### src/rtl/par_check_sink_pkg.sv
// rtl/par_check_sink_pkg.sv - shared packet layout, widths and helpers for par_check_sink
package par_check_sink_pkg;

    localparam int HDR_SZ    = 4;
    localparam int PL_SZ     = 16;
    localparam int ADDR_SZ   = 4;
    localparam int NUM_NODES = 9;

    // src/seq placement inside the payload, shared with par_source_from_memory
    localparam int SEQ_SZ  = 8;
    localparam int SEQ_LSB = 0;
    localparam int SRC_LSB = SEQ_LSB + SEQ_SZ;

    localparam int DATA_SZ    = HDR_SZ + PL_SZ + ADDR_SZ;
    localparam int RX_CNT_SZ  = 20;
    localparam int ERR_CNT_SZ = 16;

    typedef struct packed {
        logic [HDR_SZ-1:0]  hdr;
        logic [PL_SZ-1:0]   payload;
        logic [ADDR_SZ-1:0] dest;
    } packet_t;

    function automatic logic [SEQ_SZ-1:0] pkt_seq(input packet_t p);
        return p.payload[SEQ_LSB +: SEQ_SZ];
    endfunction

    function automatic logic [ADDR_SZ-1:0] pkt_src(input packet_t p);
        return p.payload[SRC_LSB +: ADDR_SZ];
    endfunction

    function automatic logic addr_ok(input logic [ADDR_SZ-1:0] dest,
                                     input logic [ADDR_SZ-1:0] src,
                                     input logic [ADDR_SZ-1:0] id);
        return (dest == id) && (int'(src) < NUM_NODES);
    endfunction

endpackage

### src/rtl/par_check_sink_if.sv
// rtl/par_check_sink_if.sv - router local-output flit port (data/valid with busy back-pressure)
interface par_check_sink_if;
    import par_check_sink_pkg::*;

    logic [DATA_SZ-1:0] data;
    logic               valid;
    logic               busy;

    modport master (output data, output valid, input busy);
    modport slave  (input data, input valid, output busy);

endinterface

### src/rtl/par_check_sink_lfsr8.sv
// rtl/par_check_sink_lfsr8.sv - 8-bit Fibonacci LFSR (taps 8,6,5,4) used by the moody sinks
module lfsr8 #(
    parameter logic [7:0] SEED = 8'hA5
) (
    input  logic       clk,
    input  logic       reset,
    input  logic       en,
    output logic [7:0] state
);

    logic feedback;

    assign feedback = state[7] ^ state[5] ^ state[4] ^ state[3];

    always_ff @(posedge clk) begin
        if (!reset) begin
            state <= SEED;
        end else if (en) begin
            state <= {state[6:0], feedback};
        end
    end

endmodule

### src/rtl/par_check_sink.sv
// rtl/par_check_sink.sv - NoC checking sink with LFSR back-pressure; SINK_SEQ_CHECK_EN adds per-source sequence checking
module par_check_sink
    import par_check_sink_pkg::*;
#(
    parameter int unsigned ID        = 0,
    parameter int unsigned SINK_HOSP = 255,
    parameter logic [7:0]  LFSR_SEED = 8'hA5
) (
    input  logic                  clk,
    input  logic                  reset,
    par_check_sink_if.slave       rx,
    output logic [RX_CNT_SZ-1:0]  rx_count,
    output logic [ERR_CNT_SZ-1:0] err_addr_count,
    output logic [ERR_CNT_SZ-1:0] err_seq_count,
    output logic                  err_flag
);

    localparam logic [ADDR_SZ-1:0] ID_ADDR = ADDR_SZ'(ID);
    localparam logic [7:0]         HOSP    = 8'(SINK_HOSP);

    logic [7:0]         lfsr;
    logic               busy;
    logic               acc;
    logic               addr_err;
    logic               seq_err;
    packet_t            pkt;
    logic [ADDR_SZ-1:0] src;
    logic [SEQ_SZ-1:0]  seq;

    assign pkt = rx.data;
    assign src = pkt_src(pkt);
    assign seq = pkt_seq(pkt);

    lfsr8 #(
        .SEED (LFSR_SEED)
    ) u_lfsr (
        .clk   (clk),
        .reset (reset),
        .en    (1'b1),
        .state (lfsr)
    );

    // Busy is registered from the current LFSR value, so it reads 1 for the first cycle after reset.
    always_ff @(posedge clk) begin
        if (!reset) begin
            busy <= 1'b1;
        end else begin
            busy <= (lfsr > HOSP);
        end
    end

    assign rx.busy  = busy;
    assign acc      = rx.valid & ~busy;
    assign addr_err = ~addr_ok(pkt.dest, src, ID_ADDR);

    always_ff @(posedge clk) begin
        if (!reset) begin
            rx_count       <= '0;
            err_addr_count <= '0;
            err_flag       <= 1'b0;
        end else if (acc) begin
            if (rx_count != '1) begin
                rx_count <= rx_count + 1'b1;
            end
            if (addr_err && (err_addr_count != '1)) begin
                err_addr_count <= err_addr_count + 1'b1;
            end
            if (addr_err || seq_err) begin
                err_flag <= 1'b1;
            end
        end
    end

`ifdef SINK_SEQ_CHECK_EN
    logic [SEQ_SZ-1:0] exp_seq [NUM_NODES];
    logic [SEQ_SZ-1:0] exp_cur;

    always_comb begin
        exp_cur = '0;
        for (int n = 0; n < NUM_NODES; n++) begin
            if (src == ADDR_SZ'(n)) begin
                exp_cur = exp_seq[n];
            end
        end
    end

    assign seq_err = ~addr_err & (seq != exp_cur);

    // Resynchronise on every in-range packet, good or bad, so one gap costs one error.
    always_ff @(posedge clk) begin
        if (!reset) begin
            for (int n = 0; n < NUM_NODES; n++) begin
                exp_seq[n] <= '0;
            end
        end else if (acc && !addr_err) begin
            for (int n = 0; n < NUM_NODES; n++) begin
                if (src == ADDR_SZ'(n)) begin
                    exp_seq[n] <= seq + 1'b1;
                end
            end
        end
    end

    always_ff @(posedge clk) begin
        if (!reset) begin
            err_seq_count <= '0;
        end else if (acc && seq_err && (err_seq_count != '1)) begin
            err_seq_count <= err_seq_count + 1'b1;
        end
    end
`else
    logic unused_seq;

    assign seq_err       = 1'b0;
    assign err_seq_count = '0;
    assign unused_seq    = ^seq;
`endif

    logic unused_fields;
    assign unused_fields = ^{pkt.hdr, pkt.payload[PL_SZ-1:SRC_LSB+ADDR_SZ]};

endmodule

### src/flat_wrapper.sv
// flat-port wrapper written by rule: the top's interface ports become plain ports
module par_check_sink_flat import par_check_sink_pkg::*;
#(
    parameter int unsigned ID        = 0,
    parameter int unsigned SINK_HOSP = 255,
    parameter logic [7:0]  LFSR_SEED = 8'hA5
)
  (clk, reset, rx_count, err_addr_count, err_seq_count, err_flag, rx_data, rx_valid, rx_busy);
  par_check_sink_if rx_i ();
  input  logic clk;
  input  logic reset;
  output logic [RX_CNT_SZ-1:0] rx_count;
  output logic [ERR_CNT_SZ-1:0] err_addr_count;
  output logic [ERR_CNT_SZ-1:0] err_seq_count;
  output logic err_flag;
  input wire logic [$bits(rx_i.data)-1:0] rx_data;
  input wire logic [$bits(rx_i.valid)-1:0] rx_valid;
  output wire logic [$bits(rx_i.busy)-1:0] rx_busy;
  assign rx_i.data = rx_data;
  assign rx_i.valid = rx_valid;
  assign rx_busy = rx_i.busy;
  par_check_sink #(.ID(ID), .SINK_HOSP(SINK_HOSP), .LFSR_SEED(LFSR_SEED)) u_core (.clk(clk), .reset(reset), .rx(rx_i), .rx_count(rx_count), .err_addr_count(err_addr_count), .err_seq_count(err_seq_count), .err_flag(err_flag));
endmodule
### config.mk
export PLATFORM = sky130hd
export DESIGN_NAME = par_check_sink_flat
export DESIGN_NICKNAME = d
export VERILOG_FILES = /design/src/rtl/par_check_sink_pkg.sv /design/src/rtl/par_check_sink_if.sv /design/src/rtl/par_check_sink_lfsr8.sv /design/src/rtl/par_check_sink.sv /design/src/flat_wrapper.sv
export SDC_FILE = /design/constraint.sdc
export NUM_CORES = 1
export LEC_CHECK = 0
export BUFFER_PORTS_ARGS = -buffer_cell sky130_fd_sc_hd__buf_2
export CAP_MARGIN = 40
export CORE_AREA = 2 2 71 73
export CTS_CLUSTER_DIAMETER = 60
export DETAILED_ROUTE_END_ITERATION = 7
export DIE_AREA = 0 0 73 75
export MAX_ROUTING_LAYER = met4
export PLACE_DENSITY_LB_ADDON = 0.25
export SLEW_MARGIN = 20
export SYNTH_ARGS = -nofsm -noshare
export SYNTH_HDL_FRONTEND = slang
export SYNTH_SLANG_ARGS = --single-unit
### constraint.sdc
create_clock -name clk -period 1.8 [get_ports clk]
set_input_delay 0 -clock clk [delete_from_list [all_inputs] [get_ports clk]]
set_output_delay 0 -clock clk [all_outputs]
set_load 0.005 [all_outputs]
==> results.md <==
- Worst IR drop on VDD: 0.000466 V
- R2r endpoint: u_core.err_addr_count[3]
- CP Max Fanout: 16
- Final wirelength: 4890 um
- Pin count of the biggest net entering global routing: 32
- Hold path startpoint: rx_valid
- Cell taking the most area after synthesis: dfxtp_1
- Pwr Total: 1.57 mW
- Synth Cell Area: 0.00220 mm^2
- Fin crit period: 1.67 ns
- Crit-path cells: and2b_1 > o21ai_4 > or4_1 > a21oi_1
- Die W: 73 um
- Core ar.: 0.00466 mm^2
- Setup TNS: 0 ns
- R2R Setup Slk: 0.13 ns
- Post-DR wirelength/cell: 13.2 um
- Cell family contributing the most delay on the critical path: simple AND/OR/NAND/NOR gates
- Overflow left after global routing: 0
- Synthesis Warnings: 0
- Synth top cells by count: dfxtp_1 (38), nand2_1 (23), a21oi_1 (22)
- Final Cycle Share: 93.1%
- Critical Path Start Type: register
- Register area share after synthesis: 34.5%
- Dpl ws: 0.0424 ns
- WP data arrival: 1.89 ns
- Filler instances: 426
- CP Class: register to register
- Placed instance area: 0.00256 mm^2
- Critical Path RT: 2.02 ns
- Die H: 75 um
- CP max stage delay: 0.54 ns
- CTS Buf Count: 5
- CTS tree: yes
- Avg Vias per Cell: 5.60
- RR Startpoint: u_core.rx.busy
- Hold-critical path depth: 4
- Final setup viols: 0
- Total of max-cap violations: 0
- Final HPWL DP: 3570 um
- P per Cell Area: 579 mW/mm^2
- Worst min path class: input pin to register
- GP Congestion: 0.791
- Antenna viol nets, final: 0
- Starting Density: 47.3%
- Worst r2r path cells: 4
- IO Pins: 81
- Share of the synthesized area in the top cell type: 34.5%
- Most frequent cell after synthesis: dfxtp_1
- WHS Endpoint: u_core.rx_count[2]
- Yosys cell types: 51
- CTS root buf: clkbuf_8
- Vias in the first global route: 1667
- P&R area growth vs syn: 22.9%
- Fraction of layout cells with a size suffix above 1: 31.3%
- Fin. max-slew vios: 0
- Hold_buf cts: 0
- Outcome: finished, final reports clean
- Leak pwr: 1.09 nW
- Port Buffers: 48
- All-Layer GR Usage: 18.5%
- Dominant synthesized flop cell: dfxtp_1
- First-pass GRT wire length: 7560 um
- Worst Skew: 0.00653 ns
- Clock tree buffer depth: 2
- Worst skew pair latency: 0.30 ns
- Fin Hold WS: 0.194 ns
- Least-Margin Pin Slew: 0.590 ns
- Core Rows: 25
- Final Hold Viols: 0
- Max H-tree Level: 2
- Post-synth EDFFs: 0
- Diode count: 0
- Clk sinks: 38
- Iter 0 DRT Violations: 107
- DRC: 0
- Mapped Avg Cell Area: 8.93 um^2
- Critical path capture point type: register
- Rel. slew slack: 60.4%
- Net count, final: 344
- Post-synth ARST share: 0%
- Antenna violations before repair: 0
- Synthesized flop and latch total: 38
- Die Footprint: 0.00548 mm^2
- Slowest CP cell: or4_1
- FMAX: 597 MHz
- CP bufs+invs: 0
- Design area: 0.00271 mm^2
- Final WS setup: 0.125 ns
- Vias: 2072
- Area contributors post-synth: dfxtp_1 (35%), buf_4 (5.8%), mux2i_1 (5.4%)
- Post-Synthesis Cells: 247
- Worst-path clk slew: 0.08 ns
- Drt first pass iters: 4
## cells by family after synthesis
logic type	after synthesis	synth area share, %
DFF	38	34.5
adders and majority gates	2	1.13
buffers and inverters	31	8.63
muxes	12	5.45
other	1	0.170
AOI/OAI and AO/OA	61	19.7
and+or+nand+nor	102	30.4
## state kept, by name, indices dropped and copies added (netlist names)
register	count
u_core.err_flag	1
u_core.rx.busy	1
u_core.rx_count	20
u_core.err_addr_count	16
## power breakdown
group	switching (mW)	internal (mW)
logic	0.0560	0.0320
registers	0.00797	0.848
clock network	0.317	0.309
## how the worst max path moves through the flow
stage | startpoint | to | cells past startpoint
floorplan | u_core.rx_count[0] | u_core.rx_count[10] | 5
global placement | u_core.rx_count[0] | u_core.rx_count[10] | 5
detailed placement | u_core.rx_count[0] | u_core.rx_count[10] | 5
CTS | u_core.rx_count[0] | u_core.rx_count[10] | 5
global route | u_core.rx.busy | u_core.err_addr_count[3] | 4
finish | u_core.rx.busy | u_core.err_addr_count[3] | 4
## per-stage QoR
stage / util, % / cells
2_1_floorplan: - / 262
3_3_place_gp: 55.0 / 361
3_5_place_dp: 55.0 / 361
4_1_cts: 56.9 / 369
5_1_grt: 58.1 / 370
6_report: 58.1 / 370
## routing by layer
metal | global-route usage, % | routed length [um] | vias up
li1 | - | - | 1050
met1 | 23.7 | 2330 | 967
met3 | 4.95 | 210 | 8
met4 | 6.79 | 76 | 0
met5 | - | 0 | -
met2 | 28.0 | 2280 | 47
## placed cells by master (no fill, tap or decap), drive strengths merged, types with 2 or more instances in the layout
| master | n |
|---|---|
| buf | 70 |
| or4 | 7 |
| clkbuf | 7 |
| or2 | 2 |
| nand3b | 2 |
| nand4 | 9 |
| nor2 | 6 |
| a2111oi | 3 |
| mux2i | 12 |
| o31a | 4 |
| dfxtp | 38 |
| a211oi | 2 |
| and4 | 5 |
| o2111ai | 2 |
| or3 | 7 |
| nor4b | 3 |
| inv | 6 |
| o31ai | 9 |
| nand2b | 9 |
| clkinv | 2 |
| nand3 | 12 |
| ha | 2 |
| o21a | 5 |
| nand2 | 23 |
| conb | 16 |
| nor4 | 8 |
| o21ai | 7 |
| a21oi | 22 |
| nor3 | 5 |
| o41ai | 2 |
## worst reg2reg max path, cell delays in order, from the launching register on
cell,delay [ns]
dfxtp_1,0.34
and2b_1,0.37
o21ai_4,0.20
or4_1,0.54
a21oi_1,0.15
## final cells by class
class	instances	area (um^2)	share of cell area [%]
clock buffers	7	86.3	3.19
well taps	54	67.6	2.49
clock inverters	1	5.00	0.185
flip-flops and latches	38	762	28.1
inverters	7	26.3	0.970
multi-input cells	193	1360	50.1
repair buffers	70	405	15.0
## repair_timing
item,4_1_cts,5_1_grt
setup buffers,0,1
endpoints found under the setup margin,0,14
gates resized for setup,0,11
No activity file was read; power rests on OpenSTA's default activity.
